<file path="src/rtl/arc4_pkg.sv">
// ---------------------------------------------------------------------------
// arc4_pkg
//  Shared types and constants for the ARC4 datapath stages (init, ksa, prga,
//  prga_encrypt). Holds the byte type, the S memory geometry, the address of
//  the length byte in the message memories and the PRGA state encoding.
// ---------------------------------------------------------------------------
package arc4_pkg;

    typedef logic [7:0] byte_t;

    // S memory depth (byte wide)
    localparam int S_SIZE = 256;

    // Cycles spent in the byte loop for every message byte
    localparam int STEP_CYC = 9;

    // Messages are length-prefixed: byte 0 holds the length
    localparam byte_t LEN_ADDR = 8'h00;

    typedef enum logic [3:0] {
        IDLE,
        LEN_RD,
        LEN_WAIT,
        LEN_WR,
        SI_RD,
        SI_WAIT,
        SJ_RD,
        SJ_WAIT,
        SW_I,
        SW_J,
        PAD_RD,
        PAD_WAIT,
        CT_WR
    } prga_state_t;

endpackage

</file>
<file path="src/rtl/prga_encrypt.sv">
// ---------------------------------------------------------------------------
// prga_encrypt
//  Encrypt direction of the ARC4 datapath. Reads a length-prefixed plaintext
//  message from PT memory, runs the ARC4 keystream generator over an already
//  key-scheduled S memory and writes the length-prefixed ciphertext to CT
//  memory. Each message byte takes a fixed nine cycles.
//
// Ports
//  clk        in   single clock, all state on the rising edge
//  rst_n      in   asynchronous, active-low reset
//  en         in   start request, sampled only while rdy=1
//  rdy        out  1 = idle, can accept en
//  s_addr     out  S memory address
//  s_rddata   in   S memory read data (1-cycle synchronous read)
//  s_wrdata   out  S memory write data
//  s_wren     out  S memory write enable
//  pt_addr    out  plaintext memory address (read only)
//  pt_rddata  in   plaintext read data (1-cycle synchronous read)
//  ct_addr    out  ciphertext memory address
//  ct_wrdata  out  ciphertext write data
//  ct_wren    out  ciphertext write enable
// ---------------------------------------------------------------------------
module prga_encrypt
    import arc4_pkg::*;
(
    input  logic       clk,
    input  logic       rst_n,
    input  logic       en,
    output logic       rdy,
    output logic [7:0] s_addr,
    input  logic [7:0] s_rddata,
    output logic [7:0] s_wrdata,
    output logic       s_wren,
    output logic [7:0] pt_addr,
    input  logic [7:0] pt_rddata,
    output logic [7:0] ct_addr,
    output logic [7:0] ct_wrdata,
    output logic       ct_wren
);

    prga_state_t state;
    prga_state_t state_next;

    byte_t i;
    byte_t j;
    byte_t k;
    byte_t msg_len;
    byte_t si;
    byte_t sj;
    byte_t pad;
    byte_t ptb;

    // State register
    always_ff @(posedge clk or negedge rst_n) begin
        if (!rst_n) begin
            state <= IDLE;
        end else begin
            state <= state_next;
        end
    end

    // Datapath registers. i and j restart at zero on every accepted start so
    // a second run on an unrekeyed S simply continues from a permuted table.
    always_ff @(posedge clk or negedge rst_n) begin
        if (!rst_n) begin
            i       <= '0;
            j       <= '0;
            k       <= '0;
            msg_len <= '0;
            si      <= '0;
            sj      <= '0;
            pad     <= '0;
            ptb     <= '0;
        end else begin
            case (state)
                IDLE: begin
                    if (en) begin
                        i <= '0;
                        j <= '0;
                        k <= '0;
                    end
                end
                LEN_WAIT: begin
                    msg_len <= pt_rddata;
                end
                LEN_WR: begin
                    k <= 8'd1;
                end
                SI_RD: begin
                    i <= i + 8'd1;
                end
                SI_WAIT: begin
                    si <= s_rddata;
                    j  <= j + s_rddata;
                end
                SJ_WAIT: begin
                    sj <= s_rddata;
                end
                PAD_WAIT: begin
                    pad <= s_rddata;
                    ptb <= pt_rddata;
                end
                CT_WR: begin
                    if (k != msg_len) begin
                        k <= k + 8'd1;
                    end
                end
                default: begin
                end
            endcase
        end
    end

    // Next state and memory interface. Every output defaults to zero, so in
    // IDLE (and straight after reset) all addresses and enables are quiet.
    // When i==j the two swap writes hit the same address with the same byte,
    // leaving S unchanged without any special handling.
    always_comb begin
        state_next = state;
        rdy        = 1'b0;
        s_addr     = '0;
        s_wrdata   = '0;
        s_wren     = 1'b0;
        pt_addr    = '0;
        ct_addr    = '0;
        ct_wrdata  = '0;
        ct_wren    = 1'b0;

        case (state)
            IDLE: begin
                rdy = 1'b1;
                if (en) begin
                    state_next = LEN_RD;
                end
            end
            LEN_RD: begin
                pt_addr    = LEN_ADDR;
                state_next = LEN_WAIT;
            end
            LEN_WAIT: begin
                state_next = LEN_WR;
            end
            LEN_WR: begin
                ct_addr    = LEN_ADDR;
                ct_wrdata  = msg_len;
                ct_wren    = 1'b1;
                state_next = (msg_len == 8'd0) ? IDLE : SI_RD;
            end
            SI_RD: begin
                // i is incremented in this same cycle, so address with i+1
                s_addr     = i + 8'd1;
                state_next = SI_WAIT;
            end
            SI_WAIT: begin
                state_next = SJ_RD;
            end
            SJ_RD: begin
                s_addr     = j;
                state_next = SJ_WAIT;
            end
            SJ_WAIT: begin
                state_next = SW_I;
            end
            SW_I: begin
                s_addr     = i;
                s_wrdata   = sj;
                s_wren     = 1'b1;
                state_next = SW_J;
            end
            SW_J: begin
                s_addr     = j;
                s_wrdata   = si;
                s_wren     = 1'b1;
                state_next = PAD_RD;
            end
            PAD_RD: begin
                s_addr     = si + sj;
                pt_addr    = k;
                state_next = PAD_WAIT;
            end
            PAD_WAIT: begin
                state_next = CT_WR;
            end
            CT_WR: begin
                ct_addr    = k;
                ct_wrdata  = pad ^ ptb;
                ct_wren    = 1'b1;
                state_next = (k == msg_len) ? IDLE : SI_RD;
            end
            default: begin
                state_next = IDLE;
            end
        endcase
    end

endmodule
</file>
<file path="config.mk">
export PLATFORM = sky130hd
export DESIGN_NAME = prga_encrypt
export DESIGN_NICKNAME = d
export VERILOG_FILES = /design/src/rtl/arc4_pkg.sv /design/src/rtl/prga_encrypt.sv
export SDC_FILE = /design/constraint.sdc
export NUM_CORES = 1
export LEC_CHECK = 0
export ABC_AREA = 1
export BUFFER_PORTS_ARGS = -buffer_cell sky130_fd_sc_hd__buf_2
export CAP_MARGIN = 15
export CORE_MARGIN = 10
export CORE_UTILIZATION = 51
export CTS_CLUSTER_DIAMETER = 80
export DETAILED_ROUTE_END_ITERATION = 8
export HOLD_SLACK_MARGIN = 0.15
export PLACE_DENSITY = 0.75
export SETUP_SLACK_MARGIN = 0.1
export SYNTH_ARGS = -nofsm -noshare
export SYNTH_HDL_FRONTEND = slang
export SYNTH_SLANG_ARGS = --single-unit
</file>
<file path="constraint.sdc">
create_clock -name clk -period 1.65 [get_ports clk]
set_input_delay 0.165 -clock clk [delete_from_list [all_inputs] [get_ports clk]]
set_output_delay 0.165 -clock clk [all_outputs]
set_load 0.005 [all_outputs]
</file>
==> flow_summary.toml, run 1 <==
[finish]
final_cell_mix = "nand2_1, inv_1, dfrtp_1, buf_2, o21ai_0"
area_growth_syn_to_layout_pct = 50.5
layout.nets = 758
antenna_cells = 0
n_fill_cell = 462
instances_no_fill = 831
drive_gt1_frac = 0.379
postLayoutCoreUtil = 0.778
design_area_um2 = 6320
layout_commonest_cell = "nand2_1"

[floorplanning]
ios = 62
die_h_um = 111
dieArea_um2 = 12300
die_w_um = 111
coreArea_um2 = 8130
initial_core_util = 0.517
rows = 33

[global_routing]
grt_max_degree = 69
antenna_found_initial = 0
grt_first_pass_wirelength_um = 22600
grt.overflow.total = 0
grt_use_total = 0.221
grt_pass1_vias = 4468

[pwr]
vdd_drop_max_mv = 0.849
powerDensity_nw_per_um2 = 1810
leakage_nw = 3.18
p_total_mw = 11.5

[sta]
max_freq_mhz = 474
worst_slack_ns = -0.460
slew_headroom = 0.719
final-setup-viol-count = 51
finalCritPeriodShare = 1.28
finalCriticalPeriod_ns = 2.11
finalClockSkew_ns = 0.0170
setup_tns_ns = -10.99
maxSlewViolCount = 0
tightestPinTransition_ns = 0.417
whs_ns = 0.144
hold_viol = 0
rsz0062_at_grt = "yes"

[placement]
place_area_um2 = 4840
dp_slack_ns = -0.0545
place_inst = 760
post-dp-hpwl_um = 8580
place_congestion = 0.897
port_buffers = 61

[synthesis]
syn_area_per_cell_um2 = 7.28
netlist_area_um2 = 4200
postSynthCellCount = 577
yosysWarnings = 0
synth-seq-cells = 68
ys_seq_area_frac = 0.405
synthDistinctLibCells = 35
synth.net_count = 614

[detailed_routing]
ant_nets = 0
drt_wl_total_um = 17100
drc_errors = 0
drt-wirelength-per-cell_um = 20.5
vias_per_cell = 6.17
drt-initial-drc-count = 629
firstDrtPassIters = 9
routed-via-count = 5128

[worst_setup_path]
reg2reg_from = "k[7]"
start_kind = "flop"
cp.required_ns = 1.48
path_cells = "ha_2 > fa_2 > or2_4 > nand3_2 > nand4_1 > buf_2"
path_max_fanout = 4
slowest_delay_ns = 0.40
critPathArrivalTime_ns = 1.94
critical_path_class = "reg -> out"
critPathSlowestCell = "dfrtp_1"
cp-startpoint = "si[0]"
critPathCaptureType = "output pin"

[clocking]
numCtsBuffers = 9
h-tree-depth = 3
clk_latency_ns = 0.36
clock_path_buffers = 2
cts_tree = "done"
cts_root_buffer = "clkbuf_8"
path_clk_slew_ns = 0.08
numClockSinks = 68

[job]
maxCapViolCount = 0

[run_status]
status = "complete, but fails checks"
violations = "setup timing"

[min_path]
hp-class = "in -> reg"
hp-start = "s_rddata[7]"
flip-flops by register name, indices dropped and copies added, names as in the netlist:
register and count:
i 8, j 8, k 8, msg_len 8, pad 8, ptb 8, si 8, sj 8
state 4
area by class of cell:
cell class,count,area [um^2],area share
clock buffer,11,131,0.0208
clock inverter,5,52.6,0.00831
inverter,80,348,0.0550
multi-input combinational,417,2800,0.443
sequential,68,1710,0.271
tap,105,131,0.0208
timing repair buffer,144,1140,0.181
timing repair inverter,1,7.51,0.00119
cells in the mapped netlist:
library cell | instances | share of area
nand2_1 | 165 | 0.15
inv_1 | 71 | 0.063
dfrtp_1 | 68 | 0.41
o21ai_0 | 55 | 0.066
nand3_1 | 48 | 0.057
nor2_1 | 46 | 0.041
ha_1 | 16 | 0.048
a21oi_1 | 15 | 0.018
nand4_1 | 13 | 0.019
a22o_1 | 10 | 0.021
clkbuf_1 | 8 | 0.0071
o32ai_1 | 8 | 0.017
inv_2 | 7 | 0.0063
xnor2_1 | 7 | 0.015
buf_2 | 4 | 0.0048
o21ai_1 | 4 | 0.0048
or2_2 | 4 | 0.0060
nand2_2 | 3 | 0.0045
nor2_2 | 3 | 0.0045
fa_1 | 2 | 0.0095
nand2_4 | 2 | 0.0054
nor3_1 | 2 | 0.0024
o2111ai_1 | 2 | 0.0042
o21a_1 | 2 | 0.0036
xor2_1 | 2 | 0.0042
clkbuf_2 | 1 | 0.0012
clkinv_1 | 1 | 0.00089
inv_4 | 1 | 0.0015
nand3_2 | 1 | 0.0024
nand3b_1 | 1 | 0.0018
nor2b_1 | 1 | 0.0015
nor3b_1 | 1 | 0.0018
o21ai_2 | 1 | 0.0021
o21bai_1 | 1 | 0.0018
o22ai_1 | 1 | 0.0015
worst max-delay path, delay by kind of cell (launching register included):
family                     cells  cell delay, ns
DFF                            1            0.40
adders and majority gates      2            0.60
and+or+nand+nor                3            0.43
buffers and inverters          1            0.16
cell families after synthesis:
family / after synthesis / share of synthesized area
compound gates: 99 / 0.139
fa+ha+maj: 18 / 0.0572
simple gates: 290 / 0.295
flops: 68 / 0.405
xor+xnor: 9 / 0.0188
buf+inv: 93 / 0.0852
routing by layer:
| layer | vias to the layer above | share of wire | GRT usage |
|---|---|---|---|
| met3 | 145 | 0.095 | 0.0379 |
| met1 | 2386 | 0.36 | 0.275 |
| met2 | 417 | 0.48 | 0.360 |
| met4 | 0 | 0.068 | 0.106 |
| li1 | 2180 | - | - |
| met5 | - | 0 | 0 |
power by group:
group / leakage (nW) / internal (mW) / switching [mW]
clock network: 0.0931 / 0.693 / 0.715
logic: 2.23 / 2.96 / 3.87
registers: 0.851 / 2.39 / 0.841
total: 3.18 / 6.04 / 5.42
repair_timing:
action / CTS / global route
cloned: 4 / 1
resized for setup: 95 / 102
hold endpoints to repair: 84 / 0
setup buffers: 29 / 16
hold buffers: 9 / 0
pin swaps: 32 / 29
setup endpoints to repair: 45 / 105
final timing paths:
path	cells after the start	endpoint	slack, ns
min in group asynchronous	3	i[5]	0.34
worst min-delay path	3	si[7]	0.14
max in group asynchronous	3	j[5]	0.95
worst max-delay path	6	s_addr[2]	-0.46
worst max register to register	9	k[1]	-0.14
worst min register to register	2	ptb[5]	0.52
No activity file was read; power rests on OpenSTA's default activity.
==> run 2: changes to the inputs <==
BUFFER_PORTS_ARGS = unset   (was -buffer_cell sky130_fd_sc_hd__buf_2)
CTS_CLUSTER_SIZE = 24   (was unset)
DONT_BUFFER_PORTS = 1   (was unset)
PLACE_DENSITY = 0.69   (was 0.75)
==> run 2 against run 1 <==
Compared with the run above:
- sequential share of layout area up 0.64 points
- critical path depth fell by 1
- wire length decreased by 17%
- design area down 2.2%
- hold slack worse by 0.65 ns
- utilization decreased by 1.7 points
- worst setup slack better by 0.15 ns
- via count is 13% lower
- the run ends with hold timing, setup timing left
- maximum frequency is 7.6% higher
- die area unchanged
==> flow_summary.toml, run 2 (synthesis results as in run 1) <==
[run_status]
status = "complete, but fails checks"
violations = "hold timing, setup timing"

[sta]
finalCritPeriodShare = 1.19
rsz0062_at_grt = "yes"
finalCriticalPeriod_ns = 1.96
slew_headroom = 0.783
setup_tns_ns = -7.16
max_freq_mhz = 510
worst_slack_ns = -0.311
tightestPinTransition_ns = 0.325
finalClockSkew_ns = 0.0117
whs_ns = -0.509
maxSlewViolCount = 0
hold_viol = 68
final-setup-viol-count = 45

[finish]
seqCellArea_um2 = 1710
multi_input_area_um2 = 2980
layout.nets = 695
drive_gt1_frac = 0.345
instances_no_fill = 768
final_cell_mix = "nand2_1, inv_1, dfrtp_1, o21ai_0, buf_4"
area_growth_syn_to_layout_pct = 47.2
layout_commonest_cell = "nand2_1"
design_area_um2 = 6180
antenna_cells = 0
n_fill_cell = 480
postLayoutCoreUtil = 0.760

[floorplanning]
ios = 62
initial_core_util = 0.517
rows = 33
coreArea_um2 = 8130
die_w_um = 111
die_h_um = 111
dieArea_um2 = 12300

[worst_setup_path]
critical_path_class = "reg -> out"
critPathCaptureType = "output pin"
path_max_fanout = 10
critPathSlowestCell = "dfrtp_2"
path_cells = "nor2_2 > nand2_1 > buf_6 > o32ai_2 > buf_4"
critPathArrivalTime_ns = 1.80
start_kind = "flop"
slowest_delay_ns = 0.46
cp.required_ns = 1.48

[pwr]
powerDensity_nw_per_um2 = 1760
vdd_drop_max_mv = 0.812
p_total_mw = 10.9
leakage_nw = 2.91

[placement]
place_area_um2 = 4480
place_congestion = 0.898
post-dp-hpwl_um = 8360
place_inst = 694
dp_slack_ns = 0.00495
port_buffers = 0

[detailed_routing]
routed-via-count = 4484
drc_errors = 0
drt-initial-drc-count = 344
drt_wl_total_um = 14200
ant_nets = 0
firstDrtPassIters = 7
vias_per_cell = 5.84
drt-wirelength-per-cell_um = 18.4

[global_routing]
grt_first_pass_wirelength_um = 21300
grt.overflow.total = 0
antenna_found_initial = 0
grt_max_degree = 69
grt_use_total = 0.207
grt_pass1_vias = 4139

[min_path]
hp-class = "in -> async"

[clocking]
path_clk_slew_ns = 0.08
cts_tree = "done"
cts_root_buffer = "clkbuf_8"
clk_latency_ns = 0.36
h-tree-depth = 3
clock_path_buffers = 2
numClockSinks = 68
numCtsBuffers = 9

[job]
maxCapViolCount = 0
run 2: power by group:
group | total, mW | switching [mW] | leakage [nW] | internal [mW]
sequential | 3.19 | 0.799 | 0.850 | 2.40
clock | 1.46 | 0.679 | 0.102 | 0.777
combinational | 6.21 | 3.48 | 1.95 | 2.74
run 2: area by class of cell:
type / count / share of cell area
multi-input combinational: 417 / 0.481
sequential: 68 / 0.277
timing repair buffer: 82 / 0.133
inverter: 80 / 0.0544
clock buffer: 12 / 0.0251
tap: 105 / 0.0212
clock inverter: 4 / 0.00769
run 2: critical path: cells and delay by family, from the launching register on:
kind            cells  cell delay [ns]
flops               1             0.46
simple gates        2             0.46
buf+inv             2             0.39
compound gates      1             0.12
run 2: path summary, 6_finish.rpt:
check,from,end,slack [ns],depth (start not counted)
worst min register to register,ptb[2],ptb[2],0.52,2
worst max-delay path,state[2],ct_wrdata[0],-0.31,5
worst min-delay path,rst_n,k[5],-0.51,0
max in group asynchronous,rst_n,si[3],2.02,0
worst max register to register,state[1],k[1],-0.18,11
min in group clk,s_rddata[2],j[2],0.16,3
run 2: layer usage:
metal | track usage | routed length [um] | vias to the layer above
met5 | 0 | 0 | -
met3 | 0.0368 | 1050 | 48
li1 | - | - | 2052
met4 | 0.0625 | 457 | 0
met2 | 0.335 | 6910 | 223
met1 | 0.273 | 5740 | 2161
run 2: repair_timing:
item	CTS	global route
gates cloned	3	0
hold buffers	17	2
gates resized for setup	131	94
pin swaps	35	27
buffers inserted	21	17
endpoints found under the setup margin	44	74
hold endpoints to repair	114	70
==> run 3: changes to the inputs <==
PLACE_DENSITY = 0.73   (was 0.69)
SETUP_SLACK_MARGIN = unset   (was 0.1)
==> run 3 against run 2 <==
Compared with the run above:
- the flow still finishes with violations (hold timing, setup timing)
- register-to-register slack about the same
- worst setup slack got worse by 0.064 ns
- clock power increased by 12%
- power increased by 3.3%
- design area decreased by 3.1%
- highest routed layer unchanged
- hold slack got worse by 0.0036 ns
==> flow_summary.toml, run 3 (synthesis results as in run 1) <==
[detailed_routing]
drc_errors = 0
drt_wl_total_um = 15200
drt-met1-wl_um = 5760
firstDrtPassIters = 7
drt-wirelength-per-cell_um = 20.0
wl_met3_um = 1290
ant_nets = 0
route.met2.wl_um = 7230
drt-initial-drc-count = 480
routed.top_layer = "met4"
vias_per_cell = 6.07
routed-via-count = 4612

[worst_setup_path]
critPathCaptureType = "output pin"
critPathSlowestCell = "fa_2"
start_kind = "flop"
worst-path-buf-inv = 1
cp.required_ns = 1.48
crit_family = "simple AND/OR/NAND/NOR gates"
critPathArrivalTime_ns = 1.86
slowest_delay_ns = 0.43
path_cells = "buf_6 > fa_2 > nand4_1 > nand3_1 > nand2_2 > nand3_2 > nand2_2"
critical_path_class = "reg -> out"
cp_common_cell = "nand2_2"
path_max_fanout = 3

[pwr]
p_int_mw = 5.95
pwr-share-seq = 0.283
power_switching_mw = 5.27
p_clk_frac = 0.146
leakage_nw = 2.87
vdd_drop_max_mv = 0.922
sw_frac_of_total = 0.470
powerDensity_nw_per_um2 = 1870
p_total_mw = 11.2
pwr-share-comb = 0.571

[global_routing]
grt_first_pass_wirelength_um = 21400
grt_max_degree = 69
antenna_found_initial = 0
grt_pass1_vias = 4219
grt_use_total = 0.210
grt.overflow.total = 0

[clocking]
path_clk_slew_ns = 0.09
clock_path_buffers = 2
h-tree-depth = 3
numClockSinks = 68
cts_root_buffer = "clkbuf_8"
cts_tree = "done"
numCtsBuffers = 9
clk_latency_ns = 0.37

[min_path]
hp-class = "in -> async"

[job]
maxCapViolCount = 0

[placement]
port_buffers = 0
place_congestion = 0.917
post-dp-hpwl_um = 8370
place_inst = 692

[sta]
finalClockSkew_ns = 0.0114
rsz0062_at_grt = "yes"
max_freq_mhz = 494
slew_headroom = 0.619
finalCritPeriodShare = 1.23
worst_slack_ns = -0.375
finalCriticalPeriod_ns = 2.03
tightestPinTransition_ns = 0.570
final-setup-viol-count = 51
maxSlewViolCount = 0
hold_viol = 68
whs_ns = -0.513

[finish]
postLayoutCoreUtil = 0.737
layout.nets = 687
final_cell_mix = "nand2_1, inv_1, dfrtp_1, o21ai_0, buf_4"
antenna_cells = 0
instances_no_fill = 760
layout_commonest_cell = "nand2_1"
drive_gt1_frac = 0.296
area_growth_syn_to_layout_pct = 42.7

[floorplanning]
ios = 62
die_w_um = 111
dieArea_um2 = 12300
initial_core_util = 0.517
rows = 33
die_h_um = 111
coreArea_um2 = 8130

[run_status]
violations = "hold timing, setup timing"
status = "complete, but fails checks"
[run 3: worst register-to-register path: cells and delay by family, from the launching register on]
family	cells	cell delay, ns
AND/OR/NAND/NOR	7	0.68
buffers and inverters	5	0.62
flip-flops	1	0.42
[run 3: path summary, 6_finish.rpt]
path / start / to / slack (ns) / cells after the start
max: si[1] / s_addr[6] / -0.38 / 7
min: rst_n / k[4] / -0.51 / 0
max reg2reg: state[0] / k[3] / -0.17 / 12
min reg2reg: ptb[5] / ptb[5] / 0.52 / 2
max in group asynchronous: rst_n / i[2] / 2.02 / 0
min in group clk: s_rddata[5] / j[5] / 0.13 / 4
[run 3: stage by stage]
stage	area [um^2]	TNS (ns)	worst slack [ns]
after floorplan	4200	0	0.0150
after global placement	4450	-0.0486	-0.0486
after detailed placement	4450	-0.103	-0.0729
after CTS	5410	-1.72	-0.286
after global routing	5990	-9.56	-0.394
final	5990	-7.18	-0.375
[run 3: routing by layer]
layer / global-route usage / vias to the layer above
met2: 0.347 / 311
met5: 0 / -
met3: 0.0460 / 107
met1: 0.253 / 2153
met4: 0.0946 / 0
li1: - / 2041
[run 3: cell type report]
type / instances / area (um^2)
Clock inverter: 7 / 98.8
Sequential cell: 68 / 1710
Timing Repair inverter: 1 / 6.26
Tap cell: 105 / 131
Inverter: 80 / 335
Multi-Input combinational cell: 417 / 2910
Timing Repair Buffer: 73 / 684
Fill cell: 487 / 2140
Clock buffer: 9 / 124
[run 3: power groups by stage]
| stage | Sequential (mW) | Clock [mW] | Combinational, mW |
|---|---|---|---|
| finish | 3.18 | 1.64 | 6.41 |
| global route | 3.25 | 1.70 | 6.90 |
| floorplan | 2.88 | 0 | 2.79 |
| CTS | 3.08 | 1.60 | 4.97 |
| detailed placement | 3.04 | 0 | 3.77 |
| global placement | 3.02 | 0 | 3.61 |
[run 3: timing repair]
| action | in CTS | in global routing |
|---|---|---|
| hold buffers | 17 | 1 |
| buffers inserted | 15 | 18 |
| gates cloned | 2 | 1 |
| gates resized for setup | 87 | 97 |
| pin swaps | 22 | 23 |
| setup endpoints to repair | 32 | 63 |
| hold endpoints to repair | 114 | 69 |
